`config.mk`:
```
export PLATFORM = sky130hd
export DESIGN_NAME = atmega_tim_prescaler_ctrl
export DESIGN_NICKNAME = d
export VERILOG_FILES = /design/src/rtl/atmega_tim_pkg.sv /design/src/rtl/atmega_tim_psc_cnt.sv /design/src/rtl/atmega_tim_prescaler_ctrl.sv
export SDC_FILE = /design/constraint.sdc
export NUM_CORES = 1
export LEC_CHECK = 0
export ABC_AREA = 1
export CAP_MARGIN = 20
export CORE_MARGIN = 1.5
export CORE_UTILIZATION = 35
export CTS_BUF_LIST = sky130_fd_sc_hd__clkbuf_8
export CTS_CLUSTER_SIZE = 28
export DETAILED_ROUTE_END_ITERATION = 6
export MAX_ROUTING_LAYER = met4
export RECOVER_POWER = 25
export SYNTH_ARGS = -nofsm -noshare
export SYNTH_HDL_FRONTEND = slang
export SYNTH_SLANG_ARGS = --single-unit
```
`constraint.sdc`:
```
create_clock -name clk_i -period 3.2 [get_ports clk_i]
set_clock_uncertainty 0.1 [all_clocks]
set_input_delay 0.64 -clock clk_i [delete_from_list [all_inputs] [get_ports clk_i]]
set_output_delay 0.64 -clock clk_i [all_outputs]
set_load 0.01 [all_outputs]
```
`src/rtl/atmega_tim_pkg.sv`:
```
// Shared constants for the ATmega timer prescaler block: GTCCR layout, tap positions, counter width.
package atmega_tim_pkg;
    localparam int CNT_W = 10;

    localparam int GTCCR_TSM     = 7;
    localparam int GTCCR_PSRASY  = 1;
    localparam int GTCCR_PSRSYNC = 0;

    localparam int TAP_8    = 2;
    localparam int TAP_32   = 4;
    localparam int TAP_64   = 5;
    localparam int TAP_128  = 6;
    localparam int TAP_256  = 7;
    localparam int TAP_1024 = 9;

    typedef struct packed {
        logic tsm;
        logic psrasy;
        logic psrsync;
    } gtccr_t;
endpackage

```
`src/rtl/atmega_tim_psc_cnt.sv`:
```
// Free-running prescaler counter; clear and hold both force it to zero on the next edge.
module atmega_tim_psc_cnt
    import atmega_tim_pkg::*;
(
    input  logic             clk_i,
    input  logic             rst_ni,
    input  logic             clr_i,
    input  logic             hold_i,
    output logic [CNT_W-1:0] cnt_o
);

    always_ff @(posedge clk_i or negedge rst_ni) begin
        if (!rst_ni)
            cnt_o <= '0;
        else if (clr_i || hold_i)
            cnt_o <= '0;
        else
            cnt_o <= cnt_o + CNT_W'(1);
    end

endmodule

```
`src/rtl/atmega_tim_prescaler_ctrl.sv`:
```
// GTCCR owner: sync/async prescaler counters with clear/hold control, and T-pin edge conditioning.
module atmega_tim_prescaler_ctrl
    import atmega_tim_pkg::*;
#(
    parameter int                           BUS_ADDR_DATA_LEN   = 8,
    parameter logic [BUS_ADDR_DATA_LEN-1:0] GTCCR_ADDR          = 'h43,
    parameter string                        USE_ASYNC_PRESCALER = "TRUE"
) (
    input  logic                         clk_i,
    input  logic                         rst_ni,
    input  logic [BUS_ADDR_DATA_LEN-1:0] addr_i,
    input  logic                         wr_i,
    input  logic                         rd_i,
    input  logic [7:0]                   bus_i,
    output logic [7:0]                   bus_o,
    output logic                         clk8_o,
    output logic                         clk64_o,
    output logic                         clk256_o,
    output logic                         clk1024_o,
    output logic                         aclk8_o,
    output logic                         aclk32_o,
    output logic                         aclk64_o,
    output logic                         aclk128_o,
    output logic                         aclk256_o,
    output logic                         aclk1024_o,
    input  logic                         t_i,
    output logic                         t_rise_o,
    output logic                         t_fall_o,
    output logic                         sync_hold_o
);

    localparam bit ASYNC_EN = (USE_ASYNC_PRESCALER == "TRUE");

    gtccr_t           gtccr;
    logic [CNT_W-1:0] cs;
    logic [CNT_W-1:0] ca;
    logic             hit;
    logic             wr_hit;
    logic             s1, s2, s3;
    logic             unused_bits;

    assign hit         = (addr_i == GTCCR_ADDR);
    assign wr_hit      = wr_i & hit;
    assign unused_bits = ^bus_i[6:2];

    // With TSM set the PSR bits are sticky; clearing TSM drops both of them.
    always_ff @(posedge clk_i or negedge rst_ni) begin
        if (!rst_ni) begin
            gtccr <= '0;
        end else if (wr_hit) begin
            gtccr.tsm <= bus_i[GTCCR_TSM];
            if (bus_i[GTCCR_TSM]) begin
                gtccr.psrsync <= gtccr.psrsync | bus_i[GTCCR_PSRSYNC];
                gtccr.psrasy  <= ASYNC_EN & (gtccr.psrasy | bus_i[GTCCR_PSRASY]);
            end else begin
                gtccr.psrsync <= 1'b0;
                gtccr.psrasy  <= 1'b0;
            end
        end
    end

    assign sync_hold_o = gtccr.tsm & gtccr.psrsync;

    atmega_tim_psc_cnt u_sync_cnt (
        .clk_i  (clk_i),
        .rst_ni (rst_ni),
        .clr_i  (wr_hit & bus_i[GTCCR_PSRSYNC]),
        .hold_i (sync_hold_o),
        .cnt_o  (cs)
    );

    generate
        if (ASYNC_EN) begin : g_async
            atmega_tim_psc_cnt u_async_cnt (
                .clk_i  (clk_i),
                .rst_ni (rst_ni),
                .clr_i  (wr_hit & bus_i[GTCCR_PSRASY]),
                .hold_i (gtccr.tsm & gtccr.psrasy),
                .cnt_o  (ca)
            );
        end else begin : g_no_async
            assign ca = '0;
        end
    endgenerate

    assign clk8_o     = cs[TAP_8];
    assign clk64_o    = cs[TAP_64];
    assign clk256_o   = cs[TAP_256];
    assign clk1024_o  = cs[TAP_1024];
    assign aclk8_o    = ca[TAP_8];
    assign aclk32_o   = ca[TAP_32];
    assign aclk64_o   = ca[TAP_64];
    assign aclk128_o  = ca[TAP_128];
    assign aclk256_o  = ca[TAP_256];
    assign aclk1024_o = ca[TAP_1024];

    assign bus_o = (rd_i && hit) ? {gtccr.tsm, 5'b0, gtccr.psrasy, gtccr.psrsync} : 8'h00;

    // s1 is the metastability stage; edges are detected between s2 and s3.
    always_ff @(posedge clk_i or negedge rst_ni) begin
        if (!rst_ni) begin
            s1 <= 1'b0;
            s2 <= 1'b0;
            s3 <= 1'b0;
        end else begin
            s1 <= t_i;
            s2 <= s1;
            s3 <= s2;
        end
    end

    assign t_rise_o = s2 & ~s3;
    assign t_fall_o = ~s2 & s3;

endmodule

```
; After elaboration in Yosys (flattened, before gate mapping)
; Index checks and enable logic that the tools add are counted.
[totals]
regBits = 26
latch_bits = 0
ramBits = 0
rom_bits = 0
in_bits = 21
out_inout_bits = 21
wordCells = 29
mem_count = 0
[classes]
n_addsub = 2
n_mul = 0
div = 0
magnitude_cmp = 0
eq_ne = 1
n_shift = 0
n_mux = 4
bitwise_logic = 11
n_reduce_logical = 3
[ops]
columns = cell, count
row1 = adder 10 x 1 -> 10 bit (second input constant), 2
row2 = two-way mux 10 bit, 2
row3 = equality test 8 x 7 -> 1 bit (second input constant), 1
row4 = two-way mux 8 bit, 1
row5 = AND 1 bit, 7
row6 = logical OR 1 bit, 2
row7 = two-way mux 2 bit, 1
row8 = NOT 1 bit, 2
row9 = bitwise OR 1 bit, 2
row10 = logical AND 1 bit, 1

; Longest topological paths before layout
; Gate-level depths: netlist (run 1).
[logic_depth]
ltp_word = 5
mapped_depth = 8
mapped_depth_nobuf = 8

; By module
; Synthesis (run 1) repeated with hierarchy kept, for this count alone.
[unflattened]
cells_unflattened = 179
area_unflattened_um2 = 1426.4
[modules_own_cells]
columns = module, instances, cells_per_inst, area_per_inst_um2, seq_area_each_um2
row1 = atmega_tim_psc_cnt, 2, 58, 506.7, 250.2
row2 = atmega_tim_prescaler_ctrl, 1, 63, 412.9, 150.1

; Worst setup path before layout (run 1)
; OpenSTA, ideal clock, no wires.
[synth_path]
path_type = input -> output
from = in addr_i[3]
to = out bus_o[0]
arrival_ps = 1195
t_required_ps = 2460
setup_slack_ps = 1265
cell_stages = 5
n_path_buf = 0
cell_sequence = nor2_1 > nand2_1 > nor2_4 > nand2_1 > nor2_1
[synth_between]
elab_chain_len = 3
[synth_lines]
columns = element, line_no
row1 = start: declaration, atmega_tim_prescaler_ctrl.sv:11  ; input logic [BUS_ADDR_DATA_LEN-1:0] addr_i,
row2 = equality test 8 x 7 -> 1 bit, atmega_tim_prescaler_ctrl.sv:42  ; assign hit = (addr_i == GTCCR_ADDR);
row3 = logical AND 1 bit, atmega_tim_prescaler_ctrl.sv:97  ; assign bus_o = (rd_i && hit) ? {gtccr.tsm, 5'b0, gtccr.psrasy, gtccr.psrsync} : 8'h00;
row4 = two-way mux 8 bit, atmega_tim_prescaler_ctrl.sv:97
row5 = end: declaration, atmega_tim_prescaler_ctrl.sv:15  ; output logic [7:0] bus_o,
; No other way between the ends.

; Worst setup path after layout (run 1)
[layout_path]
from = in addr_i[1]
to = out bus_o[7]
; The elaborated chain is that of the path after synthesis.

==> results by group, run 1 <==
Detailed routing
  – Initial DRT Pass Iterations: 4
  – Residual DRC: 0
  – Drt via density: 4.37
  – Routed wire length per instance: 10.0 um
  – Routed WL: 2470 um
  – DR iter-0 viols: 47
  – Via count: 1080
  – Antenna viol nets, final: 0

Logic synthesis
  – Mapped Cells: 164
  – Top cell type's share of synthesized area: 0.487
  – Yosys reg bits: 26
  – Mapped Avg Cell Area: 8.15 um2
  – Cell area after synthesis: 1340 um2
  – Synth area leader: dfrtp_1
  – Ys Warns: 0
  – Distinct cells, synth: 15
  – Ranking of synthesized cells by area: dfrtp_1, nand2_1, nor2_1
  – Post-synthesis sequential area ratio: 0.487

Worst setup path
  – Startpoint Class: primary input
  – Worst EP arrival: 2.16 ns
  – Worst reg2reg startpoint: u_sync_cnt.cnt_o[0]
  – End point of the critical path: bus_o[7]
  – Worst Setup End Kind: output pin
  – Reg2Reg Setup Slack: 1.89 ns
  – Path depth of the worst reg2reg path: 6
  – CP Launch Point: addr_i[1]
  – Required @ worst endpoint: 2.46 ns
  – Reg2reg end: u_sync_cnt.cnt_o[4]
  – CP Max Fanout: 5
  – Critical path class: in2out

STA
  – RSZ-0062 raised after global routing: false
  – Setup TNS: 0 ns
  – Final Critical Period: 2.90 ns
  – Slew Viols, Final: 0
  – Endpoints failing hold: 0
  – Max Fclk: 0.345 GHz
  – Slew of the pin with the lowest slew margin: 1.38 ns
  – Worst slew margin: 0.0815
  – Final hold slack: 0.274 ns
  – PnR worst setup slack: 0.300 ns
  – Setup violators final: 0
  – Final Cycle Share: 0.906

Die
  – Starting Density: 0.365
  – Die ar.: 4200 um2
  – Row count: 22
  – I/O pin count: 42
  – Core Box Area: 3660 um2
  – DIE WIDTH: 64.8 um
  – Die H: 64.8 um

Global routing
  – Tot GR Track Use: 0.136
  – Met3 usage: 0.0278
  – Grt ovf: 0
  – Largest net degree at the start of global routing: 27
  – Top Usage Layer GRT: met2
  – Initial antenna violation count: 0
  – Vias in the first global route: 1059
  – First-pass GRT wire length: 4330 um
  – Met2 Track Usage GR: 0.228
  – GR met1 Demand/Resource: 0.159

Cells and area
  – Fillers: 385
  – Nets: 223
  – Synth-to-layout area growth: 31.6%
  – Final core occ: 0.481
  – Antenna Diode Count: 0
  – Layout cell share with drive strength beyond 1: 0.0754

Power
  – Pwr Density: 685 nW/um2
  – Worst IR Drop VDD: 0.000233 V
  – Leakage: 0.000822 uW

Placement
  – Dpl hpwl: 1870 um
  – Post-Place Worst Slack: 0.304 ns
  – I/O Buffers: 31
  – Routability congestion estimate: 0.781

Clock tree
  – Sinks on Clock Net: 26
  – CTS tree: done
  – Skew-Pair Late Insertion Delay: 0.27 ns
  – Root buffer cell: clkbuf_8
  – CTS Buffer Depth: 2
  – Post-cts sizing count: 0
  – Post-CTS setup buffer count: 0
  – H-tree depth: 1
  – Clk slew on worst S/H paths: 0.09 ns
  – Hold buffer count at CTS: 0
  – TritonCTS Buffers: 3

Run
  – Max Cap Viol: 0

Hold path
  – Hold crit path type: reg2reg

Status
  – Status: complete, no violations
-- synth_stat cells --
cell type and number:
nand3_1 9, buf_4 5, xor2_1 8, o21ai_0 4, nand4_1 2, nand3_2 2, inv_1 25, nand2_2 4
dfrtp_1 26, conb_1 1, nand2_1 39, ha_1 2, nor2_1 30, xnor2_1 2, nor2_4 5
-- cells by family (layout without fill, tap and decap cells) --
logic type               Yosys count  count (layout)  synth area share
other                              1               5           0.00281
AND/OR/NAND/NOR                   91              91             0.313
buffers and inverters             30              61            0.0983
adder cells (fa/ha/maj)            2               2            0.0187
XOR/XNOR                          10              10            0.0655
flip-flops                        26              26             0.487
AO/OA/AOI/OAI                      4               4            0.0150
-- worst max-delay path: stages --
cell	delay, ns
clkdlybuf4s50_1	0.46
nand2_1	0.05
inv_1	0.04
nand2_1	0.07
nor2_4	0.15
nand2_1	0.10
nor2_1	0.10
clkdlybuf4s50_1	0.54
-- power by group --
part	switching, uW	internal, uW	leakage (uW)
sequential	86.2	417	0.000323
clock	103	167	0.0000357
combinational	219	214	0.000463
-- cell type report --
cell class	instances	area [um2]	area share
sequential	26	651	0.370
multi-input combinational	112	569	0.324
timing repair buffer	32	314	0.179
inverter	25	93.8	0.0533
tap	48	60.1	0.0341
clock buffer	3	41.3	0.0235
clock inverter	1	30.0	0.0171
-- registers in the layout, indices dropped and copies added, names as in the netlist --
register,flops
g_async.u_async_cnt.cnt_o,10
gtccr,3
s1,1
s2,1
s3,1
u_sync_cnt.cnt_o,10
-- layer usage --
| layer | vias up | routed length (um) |
|---|---|---|
| met5 | - | 0 |
| met4 | 0 | 38 |
| met3 | 4 | 119 |
| met2 | 36 | 1180 |
| met1 | 491 | 1140 |
| li1 | 549 | - |
-- placed cells by master (no fill, tap or decap), types with 2 or more instances in the layout --
| cell | synthesis | final |
|---|---|---|
| inv_1 | 25 | 25 |
| clkbuf_8 | 0 | 3 |
| conb_1 | 1 | 5 |
| nand4_1 | 2 | 2 |
| nor2_4 | 5 | 5 |
| dlygate4sd3_1 | 0 | 2 |
| dfrtp_1 | 26 | 26 |
| ha_1 | 2 | 2 |
| xor2_1 | 8 | 8 |
| clkdlybuf4s50_1 | 0 | 29 |
| nand3_1 | 9 | 9 |
| xnor2_1 | 2 | 2 |
| nand2_2 | 4 | 4 |
| nor2_1 | 30 | 30 |
| nand3_2 | 2 | 2 |
| o21ai_0 | 4 | 4 |
| nand2_1 | 39 | 39 |
-- how the worst min path moves through the flow --
stage                     startpoint  to  cells past startpoint
after detailed placement          s1  s2                      0
after CTS                         s1  s2                      0
after global placement            s1  s2                      0
after floorplan                   s1  s2                      0
final                             s1  s2                      0
after global routing              s1  s2                      0
-- metrics by stage --
stage                     total power (uW)  cells  instance area [um2]
after floorplan                        781    168                 1350
final                                 1210    247                 1760
after global routing                  1290    247                 1760
after global placement                 928    243                 1690
after detailed placement               948    243                 1690
after CTS                             1230    247                 1760
Power figures use the tool's default switching activity.
==> inputs of run 2 (changes only) <==
RECOVER_POWER = 50   (was 25)
==> run 2 against run 1 <==
  * Wire length stayed put
  * Register-to-register slack hardly changed
  * Utilization is 0.068 points lower
  * Sequential power hardly changed
  * Highest routed layer unchanged
  * Combinational power hardly changed
  * Worst hold slack stayed put
==> results by group, run 2 (same netlist as run 1, synthesis figures left out) <==
Status
  – Status: complete, no violations (unchanged)

Die
  – I/O pin count: 42 (unchanged)
  – DIE WIDTH: 64.8 um (unchanged)
  – Core Box Area: 3660 um2 (unchanged)
  – Die H: 64.8 um (unchanged)
  – Starting Density: 0.365 (unchanged)
  – Row count: 22 (unchanged)
  – Die ar.: 4200 um2 (unchanged)

Clock tree
  – Clk slew on worst S/H paths: 0.09 ns (about the same)
  – Post-cts sizing count: 0 (unchanged)
  – Hold buffer count at CTS: 0 (unchanged)
  – Post-CTS setup buffer count: 0 (unchanged)
  – CTS Buffer Depth: 2 (unchanged)
  – TritonCTS Buffers: 3 (unchanged)
  – Root buffer cell: clkbuf_8 (unchanged)
  – Sinks on Clock Net: 26 (unchanged)
  – CTS tree: done (unchanged)
  – H-tree depth: 1 (unchanged)
  – Skew-Pair Late Insertion Delay: 0.27 ns (about the same)

Detailed routing
  – Routed wire length per instance: 10.0 um (unchanged)
  – Initial DRT Pass Iterations: 4 (unchanged)
  – Routed WL: 2470 um (unchanged)
  – Via count: 1080 (unchanged)
  – Drt via density: 4.37 (unchanged)
  – DR iter-0 viols: 47 (unchanged)
  – Antenna viol nets, final: 0 (unchanged)
  – Residual DRC: 0 (unchanged)

Hold path
  – Worst Hold Launch: s1 (unchanged)
  – Hold crit path type: reg2reg (unchanged)
  – Hold Path Depth: 0 (unchanged)
  – Hold Path Sink: s2 (unchanged)

STA
  – Slew of the pin with the lowest slew margin: 1.38 ns (unchanged)
  – Endpoints failing hold: 0 (unchanged)
  – Final Critical Period: 2.97 ns (was 2.90 ns)
  – RSZ-0062 raised after global routing: false (unchanged)
  – Worst slew margin: 0.0815 (unchanged)
  – Setup violators final: 0 (unchanged)
  – Setup TNS: 0 ns (unchanged)
  – Final Cycle Share: 0.927 (was 0.906)
  – Max Fclk: 0.337 GHz (was 0.345 GHz)
  – Slew Viols, Final: 0 (unchanged)

Worst setup path
  – Critical path class: in2out (unchanged)
  – Path depth of the worst reg2reg path: 6 (unchanged)
  – Required @ worst endpoint: 2.46 ns (about the same)
  – Worst reg2reg startpoint: u_sync_cnt.cnt_o[0] (unchanged)
  – Startpoint Class: primary input (unchanged)
  – Reg2Reg Setup Slack: 1.88 ns (was 1.89 ns)
  – Worst Setup End Kind: output pin (unchanged)
  – Worst EP arrival: 2.23 ns (was 2.16 ns)
  – CP Launch Point: addr_i[6] (was addr_i[1])
  – CP Max Fanout: 5 (unchanged)
  – Reg2reg end: u_sync_cnt.cnt_o[4] (unchanged)

Global routing
  – Largest net degree at the start of global routing: 27 (unchanged)
  – Grt ovf: 0 (unchanged)
  – Vias in the first global route: 1059 (unchanged)
  – Initial antenna violation count: 0 (unchanged)
  – First-pass GRT wire length: 4330 um (unchanged)
  – Tot GR Track Use: 0.136 (unchanged)

Cells and area
  – Layout cell share with drive strength beyond 1: 0.0704 (was 0.0754)
  – Post-Layout Cell Count: 247 (unchanged)
  – Antenna Diode Count: 0 (unchanged)
  – Synth-to-layout area growth: 31.5% (was 31.6%)
  – Biggest regs: g_async.u_async_cnt.cnt_o x10, u_sync_cnt.cnt_o x10, gtccr x3 (unchanged)
  – Most common cell after layout, fill and taps aside: nand2_1 (unchanged)
  – Nets: 223 (unchanged)
  – Commonest cells after routing, fill and taps aside: nand2_1, nor2_1, clkdlybuf4s50_1 (unchanged)
  – Fillers: 386 (was 385)

Power
  – Leakage: 0.000823 uW (was 0.000822 uW)
  – Pwr Density: 686 nW/um2 (was 685 nW/um2)
  – Worst IR Drop VDD: 0.000233 V (about the same)

Placement
  – I/O Buffers: 31 (unchanged)
  – Dpl hpwl: 1870 um (unchanged)
  – Routability congestion estimate: 0.781 (unchanged)
  – Placed insts: 243 (unchanged)

Run
  – Max Cap Viol: 0 (unchanged)
-- run 2: power breakdown --
part | internal, uW | total (uW) | switching [uW] | leakage (uW)
combinational | 214 | 432 | 219 | 0.000464
sequential | 417 | 503 | 86.2 | 0.000323
clock | 167 | 270 | 103 | 0.0000357
-- run 2: worst max path at each step --
stage | end | slack [ns] | depth (start not counted)
6_report | bus_o[7] | 0.23 | 8
2_1_floorplan | bus_o[0] | 1.27 | 5
3_3_place_gp | bus_o[1] | 0.31 | 8
3_5_place_dp | bus_o[7] | 0.30 | 8
5_1_grt | bus_o[7] | 0.11 | 8
4_1_cts | bus_o[7] | 0.29 | 8
-- run 2: final cells by class --
cell class / instances / area [um2] / share of cell area
Clock inverter: 1 / 30.0 / 0.0171
Clock buffer: 3 / 41.3 / 0.0235
Inverter: 25 / 93.8 / 0.0534
Tap cell: 48 / 60.1 / 0.0342
Multi-Input combinational cell: 112 / 567 / 0.323
Timing Repair Buffer: 32 / 314 / 0.179
Sequential cell: 26 / 651 / 0.370
-- run 2: metal layers --
layer,track usage,wire length (um),vias to the layer above
met5,-,0,-
met4,0.0585,38,0
met3,0.0278,119,4
met2,0.228,1180,36
met1,0.159,1140,491
li1,-,-,549
-- run 2: critical path, cell delays in order --
cell and delay (ns):
dlygate4sd3_1 0.52, inv_1 0.04, nor2_1 0.07, nand2_1 0.09, nor2_4 0.13, nand2_1 0.10
nor2_1 0.10, clkdlybuf4s50_1 0.54
-- run 2: stage by stage --
| stage | total power, uW | setup slack [ns] | util | hold WS (ns) | area, um2 |
|---|---|---|---|---|---|
| floorplan | 781 | 1.27 | - | 0.231 | 1350 |
| global placement | 928 | 0.308 | 0.462 | 0.242 | 1690 |
| detailed placement | 948 | 0.304 | 0.462 | 0.256 | 1690 |
| CTS | 1230 | 0.285 | 0.482 | 0.273 | 1760 |
| global route | 1290 | 0.105 | 0.480 | 0.287 | 1760 |
| finish | 1210 | 0.234 | 0.480 | 0.274 | 1760 |
